## config.mk

```make
export PLATFORM = sky130hd
export DESIGN_NAME = raizing_vint_ctrl_flat
export DESIGN_NICKNAME = d
export VERILOG_FILES = /design/src/rtl/raizing_video_pkg.sv /design/src/rtl/raizing_vint_ctrl_if.sv /design/src/rtl/raizing_vcnt_latch.sv /design/src/rtl/raizing_vint_ctrl.sv /design/src/flat_wrapper.sv
export SDC_FILE = /design/constraint.sdc
export NUM_CORES = 1
export LEC_CHECK = 0
export CORE_MARGIN = 8
export CORE_UTILIZATION = 40
export CTS_CLUSTER_DIAMETER = 200
export DETAILED_ROUTE_END_ITERATION = 12
export PLACE_DENSITY = 0.88
export SLEW_MARGIN = 30
export SYNTH_ARGS = -nofsm -noshare
export SYNTH_HDL_FRONTEND = slang
export SYNTH_SLANG_ARGS = --single-unit
```

## constraint.sdc

```tcl
create_clock -name clk96 -period 1.71 [get_ports clk96]
set_clock_uncertainty 0.15 [all_clocks]
set_input_delay 0.171 -clock clk96 [delete_from_list [all_inputs] [get_ports clk96]]
set_output_delay 0.171 -clock clk96 [all_outputs]
set_load 0.02 [all_outputs]
```

## src/rtl/raizing_video_pkg.sv

```systemverilog
// Shared definitions for the Raizing video interrupt block: timing defaults,
// the interrupt FSM state type and the bit layout of the vcount word.
package raizing_video_pkg;

  localparam int HS_START_DEF = 325;
  localparam int V_TOTAL_DEF  = 263;
  localparam int HOLDOFF_DEF  = 16;

  // vcount word: {~lvbl, ~lhbl, 5'b0, line[8:0]}
  localparam int VC_LINE_W  = 9;
  localparam int VC_HBL_BIT = 14;
  localparam int VC_VBL_BIT = 15;

  typedef enum logic [1:0] {
    ST_IDLE   = 2'd0,
    ST_ASSERT = 2'd1,
    ST_HOLD   = 2'd2
  } vint_state_e;

endpackage

```

## src/rtl/raizing_vint_ctrl_if.sv

```systemverilog
// CPU-side bus of the interrupt controller.
// Handshake: vint_n is a level request held low in ASSERT until irq_ack, a
// one-cycle strobe, is seen; irq_ack outside ASSERT is ignored. vcnt_rd is a
// one-cycle strobe; the cycle after it vcnt_vld pulses for exactly one cycle
// together with the fresh vcnt_q, which then holds until the next strobe.
interface raizing_vint_ctrl_if;
  logic        irq_ack;
  logic        vcnt_rd;
  logic        vint_n;
  logic [1:0]  irq_src;
  logic [15:0] vcnt_q;
  logic        vcnt_vld;

  modport master (
    output irq_ack, vcnt_rd,
    input  vint_n, irq_src, vcnt_q, vcnt_vld
  );

  modport slave (
    input  irq_ack, vcnt_rd,
    output vint_n, irq_src, vcnt_q, vcnt_vld
  );
endinterface

```

## src/rtl/raizing_vcnt_latch.sv

```systemverilog
// GCU vcount read port: computes the line number the GCU reports (it advances
// at HS_START, wrapping at the frame end) and latches it with the blank flags
// on every read strobe.
module raizing_vcnt_latch
  import raizing_video_pkg::*;
#(
  parameter int HS_START = HS_START_DEF,
  parameter int V_TOTAL  = V_TOTAL_DEF
) (
  input  logic        clk96,
  input  logic        reset96_n,
  input  logic [8:0]  hpos,
  input  logic [8:0]  vpos,
  input  logic        lvbl,
  input  logic        lhbl,
  input  logic        vcnt_rd,
  output logic [15:0] vcnt_q,
  output logic        vcnt_vld
);

  logic [8:0]  vc;
  logic [15:0] word;

  // Line number as seen by the GCU plus the assembled status word.
  always_comb begin
    vc = vpos;
    if (hpos >= 9'(HS_START)) begin
      vc = (vpos == 9'(V_TOTAL - 1)) ? 9'd0 : vpos + 9'd1;
    end
    word                  = '0;
    word[VC_VBL_BIT]      = ~lvbl;
    word[VC_HBL_BIT]      = ~lhbl;
    word[VC_LINE_W-1:0]   = vc;
  end

  // Capture on every strobe; the valid pulse simply follows the strobe.
  always_ff @(posedge clk96 or negedge reset96_n) begin
    if (!reset96_n) begin
      vcnt_q   <= '0;
      vcnt_vld <= 1'b0;
    end else begin
      vcnt_vld <= vcnt_rd;
      if (vcnt_rd) vcnt_q <= word;
    end
  end

endmodule

```

## src/rtl/raizing_vint_ctrl.sv

```systemverilog
// Vertical interrupt controller: merges vblank and raster events into pending
// flags, raises vint_n until acknowledged, then enforces a holdoff period
// before the next assertion. Also hosts the GCU vcount read port.
module raizing_vint_ctrl
  import raizing_video_pkg::*;
#(
  parameter int HS_START = HS_START_DEF,
  parameter int V_TOTAL  = V_TOTAL_DEF,
  parameter int HOLDOFF  = HOLDOFF_DEF
) (
  input  logic                 clk96,
  input  logic                 reset96_n,
  input  logic                 pxl_cen,
  input  logic [8:0]           hpos,
  input  logic [8:0]           vpos,
  input  logic                 lvbl,
  input  logic                 lhbl,
  input  logic                 vbl_en,
  input  logic                 ras_en,
  input  logic [8:0]           ras_line,
  raizing_vint_ctrl_if.slave   cpu,
  output vint_state_e          state_dbg
);

  localparam int CW = (HOLDOFF > 2) ? $clog2(HOLDOFF) : 1;
  localparam logic [CW-1:0] HOLD_LOAD = CW'(HOLDOFF - 1);

  vint_state_e   state_q, state_n;
  logic [CW-1:0] cnt_q, cnt_n;
  logic [1:0]    pend_q, pend_n, pend_eff, set_ev, src_q, src_n;
  logic          lvbl_q, armed_q, load;
  logic [15:0]   vcnt_q_w;
  logic          vcnt_vld_w;

  // lvbl edge history, advanced only on pixel enables. armed_q suppresses the
  // edge test on the first enable after reset so a frame already in vblank
  // does not look like a fresh 1->0 transition.
  always_ff @(posedge clk96 or negedge reset96_n) begin
    if (!reset96_n) begin
      lvbl_q  <= 1'b1;
      armed_q <= 1'b0;
    end else if (pxl_cen) begin
      lvbl_q  <= lvbl;
      armed_q <= 1'b1;
    end
  end

  // Event detection and pending update; disabling a source drops its flag
  // immediately, and a new event wins over the clear that a load performs.
  always_comb begin
    pend_eff  = pend_q & {ras_en, vbl_en};
    set_ev[0] = pxl_cen & armed_q & lvbl_q & ~lvbl & vbl_en;
    set_ev[1] = pxl_cen & ras_en & (vpos == ras_line) & (hpos == 9'(HS_START));
    pend_n    = (pend_eff & ~(load ? pend_eff : 2'b00)) | set_ev;
  end

  // Next-state logic for IDLE -> ASSERT -> HOLD -> IDLE.
  always_comb begin
    state_n = state_q;
    cnt_n   = cnt_q;
    src_n   = src_q;
    load    = 1'b0;
    case (state_q)
      ST_IDLE: begin
        if (|pend_eff) begin
          state_n = ST_ASSERT;
          src_n   = pend_eff;
          load    = 1'b1;
        end
      end
      ST_ASSERT: begin
        if (cpu.irq_ack) begin
          state_n = ST_HOLD;
          cnt_n   = HOLD_LOAD;
        end
      end
      ST_HOLD: begin
        if (cnt_q == '0) state_n = ST_IDLE;
        else             cnt_n   = cnt_q - 1'b1;
      end
      default: state_n = ST_IDLE;
    endcase
  end

  // State, holdoff counter, cause register and pending flags.
  always_ff @(posedge clk96 or negedge reset96_n) begin
    if (!reset96_n) begin
      state_q <= ST_IDLE;
      cnt_q   <= '0;
      src_q   <= 2'b00;
      pend_q  <= 2'b00;
    end else begin
      state_q <= state_n;
      cnt_q   <= cnt_n;
      src_q   <= src_n;
      pend_q  <= pend_n;
    end
  end

  raizing_vcnt_latch #(
    .HS_START (HS_START),
    .V_TOTAL  (V_TOTAL)
  ) u_vcnt (
    .clk96     (clk96),
    .reset96_n (reset96_n),
    .hpos      (hpos),
    .vpos      (vpos),
    .lvbl      (lvbl),
    .lhbl      (lhbl),
    .vcnt_rd   (cpu.vcnt_rd),
    .vcnt_q    (vcnt_q_w),
    .vcnt_vld  (vcnt_vld_w)
  );

  // vint_n decodes straight from the state so reset releases it at once.
  assign cpu.vint_n   = (state_q != ST_ASSERT);
  assign cpu.irq_src  = src_q;
  assign cpu.vcnt_q   = vcnt_q_w;
  assign cpu.vcnt_vld = vcnt_vld_w;
  assign state_dbg    = state_q;

endmodule

```

## src/flat_wrapper.sv

```systemverilog
// flat-port wrapper written by rule: the top's interface ports become plain ports
module raizing_vint_ctrl_flat import raizing_video_pkg::*;
#(
  parameter int HS_START = HS_START_DEF,
  parameter int V_TOTAL  = V_TOTAL_DEF,
  parameter int HOLDOFF  = HOLDOFF_DEF
)
  (clk96, reset96_n, pxl_cen, hpos, vpos, lvbl, lhbl, vbl_en, ras_en, ras_line, state_dbg, cpu_irq_ack, cpu_vcnt_rd, cpu_vint_n, cpu_irq_src, cpu_vcnt_q, cpu_vcnt_vld);
  raizing_vint_ctrl_if cpu_i ();
  input  logic clk96;
  input  logic reset96_n;
  input  logic pxl_cen;
  input  logic [8:0] hpos;
  input  logic [8:0] vpos;
  input  logic lvbl;
  input  logic lhbl;
  input  logic vbl_en;
  input  logic ras_en;
  input  logic [8:0] ras_line;
  output vint_state_e state_dbg;
  input wire logic [$bits(cpu_i.irq_ack)-1:0] cpu_irq_ack;
  input wire logic [$bits(cpu_i.vcnt_rd)-1:0] cpu_vcnt_rd;
  output wire logic [$bits(cpu_i.vint_n)-1:0] cpu_vint_n;
  output wire logic [$bits(cpu_i.irq_src)-1:0] cpu_irq_src;
  output wire logic [$bits(cpu_i.vcnt_q)-1:0] cpu_vcnt_q;
  output wire logic [$bits(cpu_i.vcnt_vld)-1:0] cpu_vcnt_vld;
  assign cpu_i.irq_ack = cpu_irq_ack;
  assign cpu_i.vcnt_rd = cpu_vcnt_rd;
  assign cpu_vint_n = cpu_i.vint_n;
  assign cpu_irq_src = cpu_i.irq_src;
  assign cpu_vcnt_q = cpu_i.vcnt_q;
  assign cpu_vcnt_vld = cpu_i.vcnt_vld;
  raizing_vint_ctrl #(.HS_START(HS_START), .V_TOTAL(V_TOTAL), .HOLDOFF(HOLDOFF)) u_core (.clk96(clk96), .reset96_n(reset96_n), .pxl_cen(pxl_cen), .hpos(hpos), .vpos(vpos), .lvbl(lvbl), .lhbl(lhbl), .vbl_en(vbl_en), .ras_en(ras_en), .ras_line(ras_line), .cpu(cpu_i), .state_dbg(state_dbg));
endmodule
```

[Word-level counts from Yosys, hierarchy flattened]
Cells that the tools add are included.
W data, S select, Z words.
Word-level totals
  logic and storage cells: 53
  bits in registers: 24
  input port bits: 36
  output and inout bits: 22
Cells by class
  bitwise logic cells: 13
  order comparisons: 1
  reduce and logical (&&, ||, !) cells: 7
  add/sub/neg operators: 2
  equality and inequality tests: 10
  mux-type cells: 12
Operator list (count)
  $eq A9 B9 Y1 const B: 2
  $mux W9: 2
  $add A9 B1 Y9 const B: 1
  $eq A9 B9 Y1: 1
  $ge A9 B9 Y1 const B: 1
  $mux W2: 4
  $mux W4: 2
  $pmux W4 S2: 1
  $and A1 B1 Y1: 7
  $ne A2 B1 Y1 const B: 3
  $pmux W2 S3: 1
  $reduce_and A3 Y1: 2
  $and A2 B2 Y2: 2
  $logic_not A4 Y1: 1
  $ne A2 B2 Y1 const B: 2
  $sub A4 B1 Y4 const B: 1
  $eq A2 B1 Y1 const B: 1
  $eq A2 B2 Y1 const B: 1
  $logic_not A2 Y1: 1
  $mux W1: 2
  $not A1 Y1: 2
  $not A2 Y2: 1
  $or A2 B2 Y2: 1
  $reduce_and A2 Y1: 1
  other kinds (2): 2

[Depth between registers and ports, before layout]
Gate-level depths: netlist (run 1).
  depth in word-level cells: 8
  gate-level depth with buffers: 6
  depth with buffers taken out: 6

[Modules after synthesis]
Synthesis (run 1) repeated with hierarchy kept, for this count alone.
Second synthesis, totals
  cell total of the unflattened synthesis: 151
  area, all modules: 1445.1 sq um
By module, submodules not included
  raizing_vcnt_latch: area each 764.5 sq um, instances 1, cells an instance 86
  raizing_vint_ctrl: area each 680.7 sq um, instances 1, cells an instance 65

[Worst setup path before layout (run 1)]
Ideal clock, no wire load.
  path kind: register to register
  from: reg u_core.state_q[1], in the netlist u_core.state_dbg[1]
  to: reg u_core.cnt_q[3]
  setup time: 0.131 ns
  buffers on the path: 1
  stages on the path, launching flop included: 6
  path slack: 0.179 ns
  arrival time: 1.249 ns
  path through: dfrtp_1 clkbuf_1 nand2b_1 nor3_1 xnor2_1 o21ai_1
Between the ends
  cells in the longest elaborated chain, start to end: 3
Ends and longest elaborated chain
  start: declaration: RTL line raizing_vint_ctrl.sv:28  | vint_state_e state_q, state_n;
  start signal: assignment: RTL line raizing_vint_ctrl.sv:93  | state_q <= state_n;
  $eq A2 B2 Y1 or $eq A2 B1 Y1 (tied branches): RTL line raizing_vint_ctrl.sv:63  | case (state_q)
  $ne A2 B2 Y1 (no line) or $reduce_bool A2 Y1 (tied branches)
  $reduce_and A3 Y1 (no line)
  end signal: assignment: RTL line raizing_vint_ctrl.sv:94  | cnt_q <= cnt_n;
  end: declaration: RTL line raizing_vint_ctrl.sv:29  | logic [CW-1:0] cnt_q, cnt_n;
Parallel ways exist; a longest one is shown, timed or not.
A chain may end at the register's enable or synchronous reset.

[Final worst setup path (run 1)]
  from: in vpos[0]
  to: reg u_core.u_vcnt.vcnt_q[3]
Between the ends
  cells in the longest elaborated chain, start to end: 3
Ends and longest elaborated chain
  start: declaration: RTL line flat_wrapper.sv:14  | input logic [8:0] vpos;
  $add A9 B1 Y9 or $eq A9 B9 Y1 (tied branches): RTL line raizing_vcnt_latch.sv:28  | vc = (vpos == 9'(V_TOTAL - 1)) ? 9'd0 : vpos + 9'd1;
  $mux W9 (*): RTL line raizing_vcnt_latch.sv:28
  $mux W9 (*): RTL line raizing_vcnt_latch.sv:27  | if (hpos >= 9'(HS_START)) begin
  end signal: assignment: RTL line raizing_vcnt_latch.sv:43  | if (vcnt_rd) vcnt_q <= word;
  end: declaration: RTL line raizing_vcnt_latch.sv:17  | output logic [15:0] vcnt_q,
Mark *: on every way between the ends. The rest lies on a longest branch, timed or not.

==> results of run 1 <==
cell type report:
class / count / share of cell area [%]
Tap cell: 46 / 2.681
Clock inverter: 1 / 1.399
Multi-Input combinational cell: 120 / 34.32
Inverter: 5 / 0.8741
Clock buffer: 3 / 1.049
Sequential cell: 24 / 28.09
Timing Repair Buffer: 73 / 31.59
per-layer routing:
metal  vias to the layer above  track usage, %  wire length, µm
met5                         -               0                0
met4                         0           6.957               79
met3                         8           3.196              371
met2                        75           25.91             2073
met1                       656           16.77             1790
li1                        695               -                -
worst paths after layout:
path	start	end	slack, ps	cells after the start
setup reg to reg	u_core.cnt_q[0]	u_core.cnt_q[3]	200	6
hold reg to reg	u_core.cnt_q[0]	u_core.cnt_q[0]	350	1
hold / removal	reset96_n	u_core.u_vcnt.vcnt_q[14]	40	2
setup / recovery	vpos[0]	u_core.u_vcnt.vcnt_q[3]	40	7
min in group clk96	hpos[7]	u_core.pend_q[1]	200	5
max in group asynchronous	reset96_n	u_core.lvbl_q	1080	2
placed cells by master (no fill, tap or decap), types with 2 or more instances in the layout:
cell	n
sky130_fd_sc_hd__nor2_1	11
sky130_fd_sc_hd__inv_1	5
sky130_fd_sc_hd__o21ai_0	5
sky130_fd_sc_hd__or4_1	2
sky130_fd_sc_hd__and3_1	2
sky130_fd_sc_hd__conb_1	5
sky130_fd_sc_hd__buf_4	21
sky130_fd_sc_hd__a31oi_1	7
sky130_fd_sc_hd__nor3_1	3
sky130_fd_sc_hd__nand3_1	6
sky130_fd_sc_hd__ha_1	3
sky130_fd_sc_hd__dfrtp_1	22
sky130_fd_sc_hd__dlygate4sd2_1	2
sky130_fd_sc_hd__nand2_1	17
sky130_fd_sc_hd__o21ai_1	8
sky130_fd_sc_hd__clkbuf_4	3
sky130_fd_sc_hd__clkdlybuf4s50_1	49
sky130_fd_sc_hd__nand2b_1	3
sky130_fd_sc_hd__xor2_1	9
sky130_fd_sc_hd__a21oi_1	8
sky130_fd_sc_hd__nand4b_1	3
sky130_fd_sc_hd__nor4_1	4
sky130_fd_sc_hd__or3_1	5
power groups by stage:
stage	logic (mW)	clock network [mW]	registers, mW
6_report	0.652	0.420	0.753
5_1_grt	0.720	0.448	0.766
4_1_cts	0.654	0.423	0.749
3_5_place_dp	0.660	0	0.760
3_3_place_gp	0.641	0	0.754
2_1_floorplan	0.289	0	0.802
metrics by stage:
stage / worst slack (ps) / setup TNS [ps]
after floorplan: 179.5 / 0
after global placement: -248.3 / -1847
after detailed placement: -310.0 / -2387
after CTS: 25.69 / 0
after global routing: -28.35 / -31.16
final: 38.53 / 0
sequential cells by signal, summed over array words and instances, names as in the netlist:
signal                  count
u_core.pend_q               2
u_core.state_dbg            2
u_core.armed_q              1
u_core.u_vcnt.vcnt_vld      1
u_core.lvbl_q               1
u_core.cnt_q                4
u_core.cpu.irq_src          2
u_core.u_vcnt.vcnt_q       11
cell families after synthesis:
kind of cell / share of synthesized area, %
compound gates: 15.32
fa+ha+maj: 2.688
mux: 0.8064
other cells: 0.2686
flops: 43.10
simple gates: 25.18
buf+inv: 6.362
xor+xnor: 6.273
repair_timing:
action,CTS,global route
pin swaps,0,1
buffers inserted,0,0
endpoints found under the setup margin,2,7
gates resized for setup,3,5
hold endpoints to repair,0,0
==> impl_metrics.sql, run 1 <==
INSERT INTO impl_metrics (metric_group, metric, value, unit) VALUES
('status', 'result_of_the_run', 'finished clean', ''),
('pwr', 'net-switching-power', '0.5967', 'mW'),
('floorplanning', 'die_area', '0.005638', 'mm²'),
('cts', 'clk_root_buffer_cell', 'sky130_fd_sc_hd__clkbuf_4', ''),
('pwr', 'powerDensity', '850.1', 'mW/mm²'),
('sta', 'slew_violations', '0', ''),
('finish', 'final_cell_count_no_fill', '272', ''),
('synthesis', 'postSynth.asyncResetShare', '100.0', '%'),
('critical_path', 'cp.required', '1810', 'ps'),
('pwr', 'cellInternalPower', '1.228', 'mW'),
('synthesis', 'ys_flop_type', 'sky130_fd_sc_hd__dfrtp_1', ''),
('pwr', 'clkPwrFrac', '23.0', '%'),
('synthesis', 'ys_top_cells_by_count', '23 x sky130_fd_sc_hd__dfrtp_1, 17 x sky130_fd_sc_hd__nand2_1, 11 x sky130_fd_sc_hd__nor2_1', ''),
('sta', 'hold_ws', '36.12', 'ps'),
('finish', 'final_core_util', '64.34', '%'),
('synthesis', 'yosys.cell_count.top_type', 'sky130_fd_sc_hd__dfrtp_1', ''),
('cts', 'cts_sinks', '24', ''),
('routing', 'via_per_inst', '5.272', ''),
('synthesis', 'netlist.top_cell.by_area', 'sky130_fd_sc_hd__dfrtp_1', ''),
('cts', 'cts_hold_buf', '0', ''),
('cts', 'clock_tree_from_tritoncts', 'yes', ''),
('synthesis', 'syn_area_per_cell', '8.951', 'µm²'),
('grt', 'grt_first_pass_wirelength', '6.513', 'mm'),
('pwr', 'ir_worst_vdd', '0.4752', 'mV'),
('grt', 'first_global_vias', '1445', ''),
('floorplanning', 'rows', '21', ''),
('floorplanning', 'initial_utilization', '41.84', '%'),
('pwr', 'pwr-share-seq', '41.3', '%'),
('synthesis', 'cells_after_synth', '156', ''),
('critical_path', 'path_type_of_the_worst_setup_path', 'in2reg', ''),
('worst_hold_path', 'hold_path.class', 'in2async', ''),
('critical_path', 'cp_cell_sequence', 'clkdlybuf4s50_1 -> inv_1 -> ha_1 -> nor4b_2 -> and2_4 -> or4_1 -> a31oi_1', ''),
('synthesis', 'synth_top_cells_by_area', 'sky130_fd_sc_hd__dfrtp_1 41%, sky130_fd_sc_hd__xor2_1 5.6%, sky130_fd_sc_hd__nand2_1 4.6%', ''),
('cts', 'h-tree-depth', '1', ''),
('grt', 'number_of_antenna_violations_at_the_first_check_in_global_routing', '0', ''),
('synthesis', 'synth.ff_latch_count', '24', ''),
('pwr', 'total_power', '1.825', 'mW'),
('routing', 'drc', '0', ''),
('sta', 'final_hold_viol_count', '0', ''),
('synthesis', 'synth_edf_count', '0', ''),
('routing', 'drt_first_pass_iters', '4', ''),
('routing', 'vias', '1434', ''),
('routing', 'finalWirelength', '4.316', 'mm'),
('routing', 'routed_wire_length_per_instance', '15.87', 'µm'),
('finish', 'ff_latch_area', '603.1', 'µm²'),
('critical_path', 'critical_path_startpoint_category', 'input port', ''),
('floorplanning', 'num_io_pins', '58', ''),
('synthesis', 'yosysWarningCount', '0', ''),
('flow_run', 'maxCapViolCount', '0', ''),
('synthesis', 'seq_area_frac_synth', '43.10', '%'),
('sta', 'clock.fmax', '598.3', 'MHz'),
('finish', 'multiInputGateArea', '737.0', 'µm²'),
('placed_design', 'place.detailed.instances', '268', ''),
('critical_path', 'critical_path.n_buffers_inverters', '2', ''),
('sta', 'timing.final.crit_period', '1671', 'ps'),
('critical_path', 'worst-endpoint-arrival', '1770', 'ps'),
('floorplanning', 'placeableCoreArea', '0.003337', 'mm²'),
('pwr', 'cellLeakagePower', '0.8994', 'nW'),
('sta', 'layout_worst_path_cycle_share', '97.75', '%'),
('floorplanning', 'die_height', '75.09', 'µm'),
('placed_design', 'detailedPlacementHpwl', '3.387', 'mm'),
('routing', 'detail-route-antenna-nets', '0', ''),
('pwr', 'swShare', '32.69', '%'),
('synthesis', 'synthesis.area', '0.001396', 'mm²'),
('sta', 'setup_viol_count_final', '0', ''),
('grt', 'grtUsageTotal', '14.88', '%'),
('critical_path', 'crit_path_top_delay_cell', 'sky130_fd_sc_hd__clkdlybuf4s50_1', ''),
('cts', 'worstSkewPairLatency', '320', 'ps'),
('sta', 'rsz0062_at_grt', 'true', ''),
('pwr', 'combinational_cell_fraction_of_total_power', '35.7', '%'),
('cts', 'path_clk_slew', '140', 'ps');
Note: power is estimated with default switching activity, not from simulation.
==> run 2: changes to the inputs <==
--- a/config.mk
+++ b/config.mk
@@ -10,6 +10,7 @@
 export CTS_CLUSTER_DIAMETER = 200
 export DETAILED_ROUTE_END_ITERATION = 12
 export PLACE_DENSITY = 0.88
+export SKIP_CTS_REPAIR_TIMING = 1
 export SLEW_MARGIN = 30
 export SYNTH_ARGS = -nofsm -noshare
 export SYNTH_HDL_FRONTEND = slang
==> run 2 against run 1 <==
Power grew 0.40%. Critical path type unchanged. Sequential share of layout area is 0.36 points lower. Register-to-register slack about the same. Setup slack worse by 3.9 ps. Worst hold slack improved by 6.3 ps.
==> impl_metrics.sql, run 2 (synthesis results as in run 1) <==
INSERT INTO impl_metrics (metric_group, metric, value, unit) VALUES
('status', 'result_of_the_run', 'finished clean', ''),
('floorplanning', 'initial_utilization', '41.84', '%'),
('grt', 'grt_first_pass_wirelength', '6.513', 'mm'),
('finish', 'post-route-cell-area', '0.002175', 'mm²'),
('sta', 'final_hold_viol_count', '0', ''),
('routing', 'routed_wire_length_per_instance', '15.92', 'µm'),
('critical_path', 'crit_path_top_delay_cell', 'sky130_fd_sc_hd__clkdlybuf4s50_1', ''),
('grt', 'grtUsageTotal', '14.88', '%'),
('pwr', 'powerDensity', '842.7', 'mW/mm²'),
('routing', 'detail-route-antenna-nets', '0', ''),
('routing', 'drt_first_pass_iters', '4', ''),
('placed_design', 'detailed_place.area', '0.002077', 'mm²'),
('sta', 'clock.fmax', '596.9', 'MHz'),
('grt', 'maximum_number_of_pins_on_one_net_before_global_route_repair', '25', ''),
('placed_design', 'pre_cts_ws', '-310.0', 'ps'),
('finish', 'finalNetCount', '269', ''),
('critical_path', 'reg2reg_slack', '200', 'ps'),
('pwr', 'total_power', '1.832', 'mW'),
('routing', 'via_per_inst', '5.273', ''),
('critical_path', 'critical_path.n_buffers_inverters', '2', ''),
('finish', 'regMostFlops', 'u_core.u_vcnt.vcnt_q', ''),
('floorplanning', 'die_area', '0.005638', 'mm²'),
('sta', 'layout_worst_path_cycle_share', '97.97', '%'),
('pwr', 'ir_worst_vdd', '0.4751', 'mV'),
('pwr', 'cellLeakagePower', '0.9194', 'nW'),
('sta', 'setup-tns-final', '0', 'ps'),
('finish', 'antenna-diode-count', '0', ''),
('grt', 'grtUsageMet1', '16.77', '%'),
('critical_path', 'critical-path-top-delay-family', 'simple AND/OR/NAND/NOR gates', ''),
('worst_hold_path', 'hold_path.class', 'in2async', ''),
('grt', 'first_global_vias', '1445', ''),
('sta', 'slew_violations', '0', ''),
('finish', 'final_cell_count_no_fill', '275', ''),
('cts', 'worstSkewPairLatency', '320', 'ps'),
('cts', 'maximum_count_of_clock_buffers_along_a_single_path', '2', ''),
('flow_run', 'maxCapViolCount', '0', ''),
('sta', 'hold_ws', '42.44', 'ps'),
('routing', 'vias', '1450', ''),
('finish', 'largest_reg_flops', '11', ''),
('critical_path', 'worst-endpoint-arrival', '1770', 'ps'),
('routing', 'drc', '0', ''),
('floorplanning', 'num_io_pins', '58', ''),
('finish', 'final_common_cell', 'sky130_fd_sc_hd__clkdlybuf4s50_1', ''),
('cts', 'clk_root_buffer_cell', 'sky130_fd_sc_hd__clkbuf_4', ''),
('grt', 'total_overflow_reported_by_the_global_router', '0', ''),
('placed_design', 'place.detailed.instances', '268', ''),
('floorplanning', 'placeableCoreArea', '0.003337', 'mm²'),
('grt', 'grt_util_met2', '25.91', '%'),
('routing', 'finalWirelength', '4.379', 'mm'),
('finish', 'area_growth_syn_to_layout', '55.74', '%'),
('cts', 'clock_tree_from_tritoncts', 'yes', ''),
('placed_design', 'detailedPlacementHpwl', '3.387', 'mm'),
('placed_design', 'buffer_ports.inserted', '52', ''),
('critical_path', 'cp_cell_sequence', 'clkdlybuf4s50_1 -> inv_1 -> ha_1 -> nor4b_2 -> and2_4 -> or4_1 -> a31oi_1', ''),
('floorplanning', 'die_height', '75.09', 'µm'),
('sta', 'setup_slack', '34.65', 'ps'),
('placed_design', 'globalplace.congestion', '0.9630', ''),
('cts', 'path_clk_slew', '140', 'ps'),
('critical_path', 'path_type_of_the_worst_setup_path', 'in2reg', ''),
('cts', 'cts_sinks', '24', ''),
('finish', 'final_core_util', '65.17', '%'),
('grt', 'globalRouteMet3Util', '3.196', '%'),
('critical_path', 'cp.required', '1810', 'ps'),
('critical_path', 'slowest_delay', '480', 'ps'),
('critical_path', 'critical_path_startpoint_category', 'input port', ''),
('grt', 'number_of_antenna_violations_at_the_first_check_in_global_routing', '0', ''),
('cts', 'cts_made_buffers', '3', ''),
('critical_path', 'worst_setup_path_end_kind', 'register', ''),
('cts', 'h-tree-depth', '1', ''),
('critical_path', 'cp_max_fo', '4', ''),
('routing', 'initialDrtViolationCount', '91', ''),
('finish', 'mostFrequentLayoutCells', '50 x sky130_fd_sc_hd__clkdlybuf4s50_1, 24 x sky130_fd_sc_hd__buf_4, 22 x sky130_fd_sc_hd__dfrtp_1', ''),
('finish', 'final_layout_size_suffix_gt1_share', '16.16', '%'),
('floorplanning', 'die_x', '75.09', 'µm'),
('finish', 'reg.largest.list', 'u_core.u_vcnt.vcnt_q x11, u_core.cnt_q x4', ''),
('floorplanning', 'rows', '21', ''),
('sta', 'setup_viol_count_final', '0', ''),
('grt', 'grt.busiest_layer', 'met2', ''),
('sta', 'timing.final.crit_period', '1675', 'ps');
==> run 2: cell type report <==
class                      instances  area (µm²)
tap                               46       57.56
fill                             263        1162
sequential                        24       603.1
clock buffer                       3       22.52
clock inverter                     1       30.03
inverter                           5       18.77
timing repair buffer              76       705.7
multi-input combinational        120       737.0
==> run 2: worst paths after layout <==
check,start,endpoint,cells after the start
min,reset96_n,u_core.u_vcnt.vcnt_q[14],2
max in group asynchronous,reset96_n,u_core.lvbl_q,2
min in group clk96,lhbl,u_core.u_vcnt.vcnt_q[14],2
max,vpos[0],u_core.u_vcnt.vcnt_q[3],7
max reg2reg,u_core.cnt_q[0],u_core.cnt_q[3],6
min reg2reg,u_core.cnt_q[0],u_core.cnt_q[0],1
==> run 2: metal layers <==
layer,part of all wire (%),vias up
li1,-,702
met2,48,68
met5,0,-
met3,9.4,9
met1,40,671
met4,2.1,0
==> run 2: power by group <==
part	switching, mW	leakage (nW)	internal [mW]
clock network	0.176	0.0279	0.237
logic	0.331	0.614	0.335
registers	0.0851	0.278	0.668
total	0.592	0.919	1.24
